===== src/rtl/edgearb_pkg.sv =====
// ---------------------------------------------------------------------------
// edgearb_pkg
// Shared definitions for the edge event arbiter: edge-polarity encodings,
// the largest supported channel count and the round-robin pointer helper.
// ---------------------------------------------------------------------------
package edgearb_pkg;

    // Polarity encoding carried on eventrising
    localparam logic EDGE_RISE = 1'b1;
    localparam logic EDGE_FALL = 1'b0;

    // Largest number of conditioner channels the arbiter is built for
    localparam int unsigned MAX_CHANNELS = 16;

    // Index following idx in a ring of n entries (wraps n-1 -> 0)
    function automatic int unsigned next_rr(input int unsigned idx, input int unsigned n);
        return (idx + 1 >= n) ? 0 : idx + 1;
    endfunction

endpackage


===== src/rtl/edge_event_arbiter_rr_picker.sv =====
// ---------------------------------------------------------------------------
// rr_picker
// Combinational round-robin picker. Scans the pending vector starting at
// rrptr, wrapping modulo channels, and reports the first set entry.
//   pending : per-channel "has something to serve" flags
//   rrptr   : index the scan starts from
//   grant   : index of the first pending channel at or after rrptr
//   found   : 1 when any channel is pending (grant is 0 otherwise)
// ---------------------------------------------------------------------------
module rr_picker
    import edgearb_pkg::*;
#(
    parameter int unsigned channels = 4,
    parameter int unsigned idwidth  = 2
) (
    input  logic [channels-1:0] pending,
    input  logic [idwidth-1:0]  rrptr,
    output logic [idwidth-1:0]  grant,
    output logic                found
);

    int unsigned idx;

    // Walk the ring once from rrptr; the first hit locks the grant
    always_comb begin
        grant = '0;
        found = 1'b0;
        idx   = 0;
        for (int i = 0; i < int'(channels); i++) begin
            idx = (32'(rrptr) + 32'(i)) % channels;
            if (!found && pending[idx]) begin
                found = 1'b1;
                grant = idwidth'(idx);
            end
        end
    end

endmodule


===== src/rtl/edge_event_arbiter.sv =====
// ---------------------------------------------------------------------------
// edge_event_arbiter
// Collects single-cycle rising/falling pulses from several input
// conditioners and serializes them into one valid/ready event stream.
// Every channel keeps a rising and a falling pending latch plus an order bit,
// channels are served round-robin and dropped duplicates raise a sticky flag.
//   clk, resetn     : clock, asynchronous active-low reset
//   posedges        : per-channel rising-edge pulses
//   negedges        : per-channel falling-edge pulses
//   eventvalid      : event register holds an unconsumed event
//   eventready      : consumer takes the event when eventvalid is also high
//   eventchannel    : channel index of the presented event
//   eventrising     : 1 = rising edge, 0 = falling edge
//   overflow        : sticky per-channel "an event was dropped" flags
//   clearoverflow   : synchronous clear of all overflow flags
// ---------------------------------------------------------------------------
module edge_event_arbiter
    import edgearb_pkg::*;
#(
    parameter int unsigned channels = 4,
    parameter int unsigned idwidth  = 2
) (
    input  logic                clk,
    input  logic                resetn,
    input  logic [channels-1:0] posedges,
    input  logic [channels-1:0] negedges,
    output logic                eventvalid,
    input  logic                eventready,
    output logic [idwidth-1:0]  eventchannel,
    output logic                eventrising,
    output logic [channels-1:0] overflow,
    input  logic                clearoverflow
);

    logic [channels-1:0] pendrise;
    logic [channels-1:0] pendfall;
    logic [channels-1:0] fallfirst;
    logic [idwidth-1:0]  rrptr;

    logic [channels-1:0] pendany;
    logic [idwidth-1:0]  grant;
    logic                found;
    logic                load;
    logic                serverise;
    logic [channels-1:0] clearrise;
    logic [channels-1:0] clearfall;
    logic [channels-1:0] risekept;
    logic [channels-1:0] fallkept;
    logic [channels-1:0] nextrise;
    logic [channels-1:0] nextfall;
    logic [channels-1:0] nextorder;
    logic [channels-1:0] ovfset;

    assign pendany = pendrise | pendfall;
    assign load    = !eventvalid || eventready;

    rr_picker #(
        .channels (channels),
        .idwidth  (idwidth)
    ) u_picker (
        .pending (pendany),
        .rrptr   (rrptr),
        .grant   (grant),
        .found   (found)
    );

    // Decide which latch of the granted channel is served this cycle: the
    // older one when both are set, otherwise whichever is set.
    always_comb begin
        serverise = pendrise[grant] && (!pendfall[grant] || !fallfirst[grant]);
        clearrise = '0;
        clearfall = '0;
        if (load && found) begin
            if (serverise) begin
                clearrise[grant] = 1'b1;
            end else begin
                clearfall[grant] = 1'b1;
            end
        end
    end

    // Next latch contents. A pulse onto a latch being served re-arms it as a
    // fresh event; a pulse onto a latch that survives is a dropped duplicate.
    // The order bit only matters when both latches end up set: a surviving
    // latch is older than a newly set one, and two new ones count rise first.
    always_comb begin
        risekept  = pendrise & ~clearrise;
        fallkept  = pendfall & ~clearfall;
        nextrise  = risekept | posedges;
        nextfall  = fallkept | negedges;
        ovfset    = (risekept & posedges) | (fallkept & negedges);
        nextorder = '0;
        for (int k = 0; k < int'(channels); k++) begin
            if (risekept[k] && fallkept[k]) begin
                nextorder[k] = fallfirst[k];
            end else if (fallkept[k] && posedges[k]) begin
                nextorder[k] = 1'b1;
            end else begin
                nextorder[k] = 1'b0;
            end
        end
    end

    // Pending latches, order bits and sticky overflow (set beats clear)
    always_ff @(posedge clk or negedge resetn) begin
        if (!resetn) begin
            pendrise  <= '0;
            pendfall  <= '0;
            fallfirst <= '0;
            overflow  <= '0;
        end else begin
            pendrise  <= nextrise;
            pendfall  <= nextfall;
            fallfirst <= nextorder;
            overflow  <= (clearoverflow ? '0 : overflow) | ovfset;
        end
    end

    // Event register and round-robin pointer. On load the register takes the
    // granted event, or empties when nothing is pending; otherwise it holds.
    always_ff @(posedge clk or negedge resetn) begin
        if (!resetn) begin
            eventvalid   <= 1'b0;
            eventchannel <= '0;
            eventrising  <= EDGE_FALL;
            rrptr        <= '0;
        end else if (load) begin
            if (found) begin
                eventvalid   <= 1'b1;
                eventchannel <= grant;
                eventrising  <= serverise ? EDGE_RISE : EDGE_FALL;
                rrptr        <= idwidth'(next_rr(32'(grant), channels));
            end else begin
                eventvalid   <= 1'b0;
            end
        end
    end

endmodule

===== config.mk =====
export PLATFORM = sky130hd
export DESIGN_NAME = edge_event_arbiter
export DESIGN_NICKNAME = d
export VERILOG_FILES = /design/src/rtl/edgearb_pkg.sv /design/src/rtl/edge_event_arbiter_rr_picker.sv /design/src/rtl/edge_event_arbiter.sv
export SDC_FILE = /design/constraint.sdc
export NUM_CORES = 1
export LEC_CHECK = 0
export BUFFER_PORTS_ARGS = -buffer_cell sky130_fd_sc_hd__buf_2
export CORE_MARGIN = 3
export CORE_UTILIZATION = 40
export DETAILED_ROUTE_END_ITERATION = 10
export MAX_ROUTING_LAYER = met4
export PLACE_DENSITY = 0.71
export SYNTH_ARGS = -nofsm -noshare
export SYNTH_HDL_FRONTEND = slang
export SYNTH_SLANG_ARGS = --single-unit

===== constraint.sdc =====
create_clock -name clk -period 2.2 [get_ports clk]
set_input_delay 0.22 -clock clk [delete_from_list [all_inputs] [get_ports clk]]
set_output_delay 0.22 -clock clk [all_outputs]
set_load 0.02 [all_outputs]

Yosys cells after proc, flatten, opt, wreduce, memory -nomap -nowiden --
Index checks and enable logic that the tools add are counted. W data, S select, Z words.
Word-level totals: memories kept 0, memory bits (writable) 0, register bits after elaboration 22, latch bits 0, input bits 12, word-level logic and storage cells 92, output and inout port bits 8, bits in read-only memories 0
Cells by class: divide/modulo/power cells 0, shifts and indexed selects 0, muxes and demuxes 36, bitwise logic cells 11, $add $sub $neg 4, $mul 0, magnitude comparators 7, reduce and logical (&&, ||, !) cells 23, equality and inequality tests 0
Operator list (number):
- $mux W4 | 5
- $or A4 B4 Y4 | 5
- $mux W1 | 18
- $and A4 B4 Y4 | 4
- $lt A2 B3 Y1 const B | 5
- $bmux W1 S2 | 7
- $logic_and A1 B1 Y1 | 14
- $mux W2 | 5
- $not A4 Y4 | 2
- $logic_not A1 Y1 | 6
- $add A2 B2 Y2 const B | 2
- $add A2 B1 Y3 const B | 1
- $ge A3 B3 Y1 const B | 1
- $add A2 B1 Y2 const B | 1
- $demux W1 S2 | 1
- $ge A2 B1 Y1 const B | 1
- $logic_or A1 B1 Y1 | 2
- $reduce_and A2 Y1 | 1

Logic depth before layout (Yosys ltp) --
Gate-level depths: netlist of the first run.
depth in word-level cells 25, gate-level depth with buffers 9, gate-level depth less buffers 8

By module --
From an unflattened synthesis of the first run, not the netlist that was laid out.
Second synthesis, totals: cell total of the unflattened synthesis 141, area total of the unflattened synthesis 1340.0 um^2
Modules (own cells, without submodules):
- edge_event_arbiter | area an instance 1262.5 um^2, cells an instance 126, sequential area each 550.5 um^2, times used 1
- rr_picker | area an instance 77.6 um^2, cells an instance 15, sequential area each 0.0 um^2, times used 1

Least setup slack after synthesis of the first run --
Ideal clock, no wire load.
path kind reg2reg, from register pendrise[0], to register fallfirst[2], path slack 229 ps, arrival 1851 ps, required time 2080 ps, clock period less this slack 1971 ps, library setup time 120 ps, buffers on the path 2, cell stages (with the launch flop) 10, path through dfrtp_1 buf_6 o21ai_2 a311oi_2 nor2_4 inv_2 o32ai_4 buf_6 nor2_1 a31o_1
Between the ends: longest elaborated chain between the ends 24, elaborated cells on any way between the ends 50, classes of those cells order compare: 2; mux: 29; bitwise: 5; reduce/logical: 14
Ends and longest elaborated chain:
- from (decl) | line edge_event_arbiter.sv:35 | logic [channels-1:0] pendrise;
- from (signal assigned) | line edge_event_arbiter.sv:112 | pendrise <= nextrise;
- $or A4 B4 Y4 (*) | line edge_event_arbiter.sv:54 | assign pendany = pendrise | pendfall;
- $bmux W1 S2 | line edge_event_arbiter_rr_picker.sv:31 | if (!found && pending[idx]) begin
- $mux W1 (not written as such) | line edge_event_arbiter_rr_picker.sv:31
- $mux W1 | line edge_event_arbiter_rr_picker.sv:31
- $logic_not A1 Y1 | line edge_event_arbiter_rr_picker.sv:31
- $logic_and A1 B1 Y1 | line edge_event_arbiter_rr_picker.sv:31
- $mux W1 | line edge_event_arbiter_rr_picker.sv:31
- $logic_not A1 Y1 | line edge_event_arbiter_rr_picker.sv:31
- $logic_and A1 B1 Y1 | line edge_event_arbiter_rr_picker.sv:31
- $mux W1 | line edge_event_arbiter_rr_picker.sv:31
- $logic_not A1 Y1 | line edge_event_arbiter_rr_picker.sv:31
- $logic_and A1 B1 Y1 | line edge_event_arbiter_rr_picker.sv:31
- $mux W2 (*) | line edge_event_arbiter_rr_picker.sv:31
- net grant[1] | line edge_event_arbiter.sv:41 | logic [idwidth-1:0] grant;
- parallel branches: the longest is 11 deep, another holds $lt A2 B3 Y1
- to (signal assigned) | line edge_event_arbiter.sv:114 | fallfirst <= nextorder;
- to (decl) | line edge_event_arbiter.sv:37 | logic [channels-1:0] fallfirst;
Mark *: on every way through the listed nets, which the timed path passes. The select of a mux whose other input is x is not followed. A chain may end at the register's enable or synchronous reset.

Worst setup path after layout of the first run --
from register pendfall[0], to register overflow[3]
Between the ends: longest elaborated chain between the ends 25, elaborated cells on any way between the ends 51, classes of those cells order compare: 2; mux: 28; bitwise: 9; reduce/logical: 12
Ends and longest elaborated chain:
- from (decl) | line edge_event_arbiter.sv:36 | logic [channels-1:0] pendfall;
- from (signal assigned) | line edge_event_arbiter.sv:113 | pendfall <= nextfall;
- $or A4 B4 Y4 (*) | line edge_event_arbiter.sv:54
- $bmux W1 S2 | line edge_event_arbiter_rr_picker.sv:31
- $mux W1 (not written as such) | line edge_event_arbiter_rr_picker.sv:31
- $mux W1 | line edge_event_arbiter_rr_picker.sv:31
- $logic_not A1 Y1 | line edge_event_arbiter_rr_picker.sv:31
- $logic_and A1 B1 Y1 | line edge_event_arbiter_rr_picker.sv:31
- $mux W1 | line edge_event_arbiter_rr_picker.sv:31
- $logic_not A1 Y1 | line edge_event_arbiter_rr_picker.sv:31
- $logic_and A1 B1 Y1 | line edge_event_arbiter_rr_picker.sv:31
- $mux W1 | line edge_event_arbiter_rr_picker.sv:31
- $logic_not A1 Y1 | line edge_event_arbiter_rr_picker.sv:31
- $logic_and A1 B1 Y1 | line edge_event_arbiter_rr_picker.sv:31
- $mux W2 (*) | line edge_event_arbiter_rr_picker.sv:31
- net grant[1] | line edge_event_arbiter.sv:41
- parallel branches: the longest is 10 deep, another holds $lt A2 B3 Y1
- $or A4 B4 Y4 (*) | line edge_event_arbiter.sv:91 | ovfset = (risekept & posedges) | (fallkept & negedges);
- $or A4 B4 Y4 (*) | line edge_event_arbiter.sv:115 | overflow <= (clearoverflow ? '0 : overflow) | ovfset;
- to (signal assigned) | line edge_event_arbiter.sv:115
- to (decl) | line edge_event_arbiter.sv:31 | output logic [channels-1:0] overflow,
Marks and branches as above.

==> impl_metrics.tcl, run 1 <==
set metrics [dict create \
    final.setup.worst_slack_ns 0.152 \
    die_x_um 64.6 \
    power_frac_comb 0.572 \
    ios 20 \
    required_ns 2.41 \
    drive_gt1_frac 0.319 \
    synth_cell_types 40 \
    crit_path_max_fanout 13 \
    postLayoutCoreUtil 0.518 \
    hp-class "in -> reg" \
    max_slew_margin 0.664 \
    ys_seq_elements 22 \
    grt_max_degree 23 \
    initial_core_util 0.435 \
    io_buffer_count 19 \
    dp_cells 205 \
    finalMaxSlewViolations 0 \
    finalHoldWorstSlack_ns 0.0865 \
    arrival_ns 2.26 \
    area_growth_pct 19.0 \
    irDropWorstVdd_mv 0.546 \
    cts_tree "built" \
    run_status "complete, no violations" \
    syn_area_per_cell_um2 9.95 \
    rows 20 \
    p_sw_frac 0.405 \
    max_stage_delay_ns 0.47 \
    slowest_stage "dfrtp_2" \
    grt_use_total 0.160 \
    route.detailed.drc 0 \
    critical_path_buf_inv_count 2 \
    die_y_um 64.6 \
    antenna_found_initial 0 \
    routed_wl_um 2800 \
    ys_warn_count 0 \
    hpwlAfterDp_um 2120 \
    dieArea_mm2 0.00417 \
    critPathLaunchType "flop" \
    clk_root_buffer_cell "clkbuf_4" \
    layout_commonest_cell "nand2_1" \
    power.switching_uw 956 \
    reg2reg_setup_slack_ns 0.15 \
    path_clk_slew_ns 0.14 \
    final_nets 184 \
    clock_power_share 0.135 \
    path_class "reg -> reg" \
    power_density_mw_per_mm2 1440 \
    cts_max_path_buffers 2 \
    ant_nets 0 \
    final_cell_mix "nand2_1, dfrtp_1, buf_2, a21o_1, mux2i_1" \
    syn_area_mm2 0.00137 \
    drt_first_iter_violations 28 \
    synth_seq_area_share 0.401 \
    htree_num_levels 1 \
    crit_chain "o21bai_1 -> a21oi_1 -> nor2_4 -> inv_2 -> o32ai_4 -> buf_6 -> mux2i_1 -> a211o_1" \
    leakagePower_nw 0.709 \
    vias 1079 \
    finalWeightedCongestion 0.797 \
    max_cap_violations 0 \
    critPathTopFamily "compound AO/OA/AOI/OAI gates" \
    wire_per_inst_um 13.3 \
    seq_power_share 0.293 \
    synthCells 138 \
    intPower_mw 1.40 \
    synthArstFlopShare 1.00 \
    fmax_mhz 488 \
    syn_nets 155 \
    numClockSinks 22 \
    grt_pass1_wl_um 5140 \
    hold_violations 0 \
    antenna_cells 0 \
    fin_skew_ns 0.0120 \
    worstMarginPinSlew_ns 0.504 \
    core_mm2 0.00315 \
    fin_cells 210 \
    clk_latency_ns 0.32 \
    min_period_ns 2.05 \
    setup_violations 0 \
    dr.pass1.iters 4 \
    grt_overflow 0 \
    grt_pass1_vias 1090 \
    fin_crit_sh 0.931 \
    dpl_worst_slack_ns 0.0833 \
    end_kind "flop" \
    synth_edf_count 0 \
    numCtsBuffers 3 \
    rsz0062_at_grt "yes" \
    vias_per_cell 5.14 \
    fin_tns_setup_ns 0 \
    synthFlopType "dfrtp_1" \
]
==> routing by layer <==
layer | share of wire | global-route usage
met5 | 0 | -
met4 | 0.016 | 0.0607
met3 | 0.024 | 0.0208
met2 | 0.48 | 0.251
met1 | 0.48 | 0.212
==> power groups by stage <==
| stage | registers [mW] | clock network, mW | logic (mW) |
|---|---|---|---|
| after global placement | 0.684 | 0 | 1.30 |
| after CTS | 0.683 | 0.326 | 1.34 |
| final | 0.691 | 0.318 | 1.35 |
| after global routing | 0.720 | 0.345 | 1.52 |
| after detailed placement | 0.690 | 0 | 1.33 |
| after floorplan | 0.734 | 0 | 0.994 |
==> logic make-up (layout without fill, tap and decap cells) <==
group,count (synthesis),in the layout,synth area share
and+or+nand+nor,52,52,0.201
AOI/OAI and AO/OA,37,37,0.218
DFF,22,22,0.401
muxes,12,12,0.0912
buffers and inverters,10,38,0.0438
adders and majority gates,5,5,0.0456
==> cell type report <==
type / count / area [um2]
clock buffers: 3 / 22.5
clock inverters: 1 / 30.0
fillers: 296 / 1520
inverters: 6 / 22.5
multi-input cells: 106 / 779
flip-flops and latches: 22 / 554
well taps: 44 / 55.1
repair buffers: 28 / 169
==> metrics by stage <==
stage	area, um2	total power [mW]
2_1_floorplan	1370	1.73
3_3_place_gp	1550	1.99
3_5_place_dp	1550	2.02
4_1_cts	1610	2.35
5_1_grt	1630	2.58
6_report	1630	2.36
==> registers in the layout (all words and copies together) (netlist names) <==
name,flops
eventvalid,1
eventrising,1
pendfall,4
eventchannel,2
rrptr,2
fallfirst,4
pendrise,4
overflow,4
==> path summary, 6_finish.rpt <==
| path | startpoint | end | cells after the start |
|---|---|---|---|
| max in group asynchronous | resetn | pendrise[1] | 2 |
| min in group asynchronous | resetn | eventvalid | 2 |
| worst max register to register | pendfall[0] | overflow[3] | 8 |
| worst min register to register | overflow[2] | overflow[2] | 1 |
| worst max-delay path | pendfall[0] | overflow[3] | 8 |
| worst min-delay path | negedges[0] | pendfall[0] | 2 |
==> cell usage after synthesis (2+ instances only) <==
cell / number / area share
dfrtp_1: 22 / 0.40
inv_1: 5 / 0.014
a21oi_1: 8 / 0.029
buf_6: 3 / 0.025
nor2_1: 4 / 0.011
nand2_1: 22 / 0.060
or2_1: 2 / 0.0091
nand2b_1: 4 / 0.018
mux2i_1: 8 / 0.058
mux2_2: 4 / 0.033
a21o_1: 8 / 0.044
and2_1: 7 / 0.032
o22ai_1: 3 / 0.014
or2_4: 2 / 0.013
a211o_1: 4 / 0.026
ha_1: 5 / 0.046
nand3_1: 4 / 0.015
==> worst register-to-register path, stage by stage (launching register included) <==
cell and delay (ns):
dfrtp_2 0.47, o21bai_1 0.20, a21oi_1 0.16, nor2_4 0.20, inv_2 0.08, o32ai_4 0.29, buf_6 0.19, mux2i_1 0.09
a211o_1 0.26
==> timing repair <==
| item | in CTS | in global routing |
|---|---|---|
| gates resized for setup | 0 | 8 |
| endpoints found under the hold margin | 22 | 0 |
| endpoints found under the setup margin | 0 | 11 |
| hold buffers | 1 | 0 |
| buffers inserted | 0 | 0 |
Note: power is estimated with default switching activity, not from simulation.
==> run 2: changes to the inputs <==
--- a/config.mk
+++ b/config.mk
@@ -9,7 +9,6 @@
 export CORE_MARGIN = 3
 export CORE_UTILIZATION = 40
 export DETAILED_ROUTE_END_ITERATION = 10
-export MAX_ROUTING_LAYER = met4
 export PLACE_DENSITY = 0.71
 export SYNTH_ARGS = -nofsm -noshare
 export SYNTH_HDL_FRONTEND = slang
==> impl_metrics.tcl, run 2 (same netlist as run 1, synthesis figures left out) <==
set metrics [dict create \
    fmax_mhz 487 \
    core_mm2 0.00315 \
    grt_pass1_wl_um 5130 \
    arrival_ns 2.27 \
    clk_latency_ns 0.31 \
    power_density_mw_per_mm2 1440 \
    final_cell_mix "nand2_1, dfrtp_1, buf_2, a21o_1, mux2i_1" \
    vias_per_cell 5.13 \
    max_slew_margin 0.665 \
    initial_core_util 0.435 \
    worstHoldPathCells 2 \
    cts_tree "built" \
    grt_overflow 0 \
    fin_crit_sh 0.934 \
    die_x_um 64.6 \
    dieArea_mm2 0.00417 \
    irDropWorstVdd_mv 0.546 \
    final.setup.worst_slack_ns 0.146 \
    slowest_stage "dfrtp_1" \
    finalPower_mw 2.36 \
    finalMaxSlewViolations 0 \
    layout_commonest_cell "nand2_1" \
    worstMarginPinSlew_ns 0.503 \
    htree_num_levels 1 \
    max_cap_violations 0 \
    dr.pass1.iters 4 \
    end_kind "flop" \
    die_y_um 64.6 \
    drt_first_iter_violations 27 \
    antenna_found_initial 0 \
    seq_area_um2 554 \
    max_stage_delay_ns 0.46 \
    crit_path_max_fanout 7 \
    min_period_ns 2.05 \
    reg2regPathDepth 8 \
    antenna_cells 0 \
    run_status "complete, no violations" \
    path_clk_slew_ns 0.13 \
    rsz0062_at_grt "yes" \
    hold_violations 0 \
    wire_per_inst_um 13.2 \
    leakagePower_nw 0.709 \
    grt_max_degree 23 \
    dp_cells 205 \
    ant_nets 0 \
    io_buffer_count 19 \
    hp-class "in -> reg" \
    drive_gt1_frac 0.319 \
    multi_input_area_um2 779 \
    crit_chain "or2_4 -> a311oi_2 -> nor2_4 -> inv_2 -> ha_1 -> and2_1 -> a21oi_1 -> a211o_1" \
    setup_violations 0 \
    dpl_worst_slack_ns 0.0833 \
    clk_root_buffer_cell "clkbuf_4" \
    ios 20 \
    vias 1078 \
    routed_wl_um 2780 \
    post_cts_buffers 0 \
    route.detailed.drc 0 \
    fin_area_mm2 0.00163 \
    cts_max_path_buffers 2 \
    fin_skew_ns 0.00740 \
    rows 20 \
    grt_pass1_vias 1094 \
    finalWeightedCongestion 0.786 \
    required_ns 2.42 \
    critPathLaunchType "flop" \
    numClockSinks 22 \
    numCtsBuffers 3 \
    fin_tns_setup_ns 0 \
    placed_area_mm2 0.00155 \
    hpwlAfterDp_um 2120 \
    filler_cell_count 296 \
    final_nets 184 \
    fin_cells 210 \
    grt_use_total 0.156 \
    area_growth_pct 19.0 \
    path_class "reg -> reg" \
]
==> run 2: final timing paths <==
check	from	slack, ns	to
max in group asynchronous	resetn	1.45	pendrise[1]
hold reg to reg	overflow[2]	0.49	overflow[2]
setup / recovery	pendrise[2]	0.15	overflow[1]
min in group asynchronous	resetn	0.39	eventvalid
hold / removal	negedges[0]	0.09	pendfall[0]
setup reg to reg	pendrise[2]	0.15	overflow[1]
==> run 2: timing repair <==
action | 4_1_cts | 5_1_grt
hold endpoints to repair | 22 | 0
hold buffers | 1 | 0
resized for setup | 0 | 8
setup endpoints to repair | 0 | 11
==> run 2: critical path: cells and delay by family, from the launching register on <==
| family | cells | cell delay, ns |
|---|---|---|
| AOI/OAI and AO/OA | 3 | 0.63 |
| and+or+nand+nor | 3 | 0.57 |
| DFF | 1 | 0.46 |
| adders and majority gates | 1 | 0.19 |
| buffers and inverters | 1 | 0.11 |
==> run 2: where the power goes <==
part	internal, mW	switching, mW
Clock	0.184	0.130
Sequential	0.554	0.137
Combinational	0.666	0.685
Total	1.40	0.952
==> run 2: cell type report <==
class                      instances  share of cell area
multi-input combinational        106               0.477
sequential                        22               0.339
timing repair buffer              28               0.103
tap                               44              0.0337
clock inverter                     1              0.0184
clock buffer                       3              0.0138
inverter                           6              0.0138
==> run 2: through the flow <==
stage	hold WS, ns	util
global placement	0.210	0.490
finish	0.0919	0.518
detailed placement	0.222	0.490
CTS	0.0772	0.510
global route	0.0764	0.518
floorplan	-0.0756	-
==> run 2: layer usage <==
metal	vias to the layer above	GRT usage	wire length, um
li1	542	-	-
met1	516	0.210	1310
met2	16	0.253	1340
met3	4	0.0208	77
met4	0	0.0607	45
met5	-	0	0
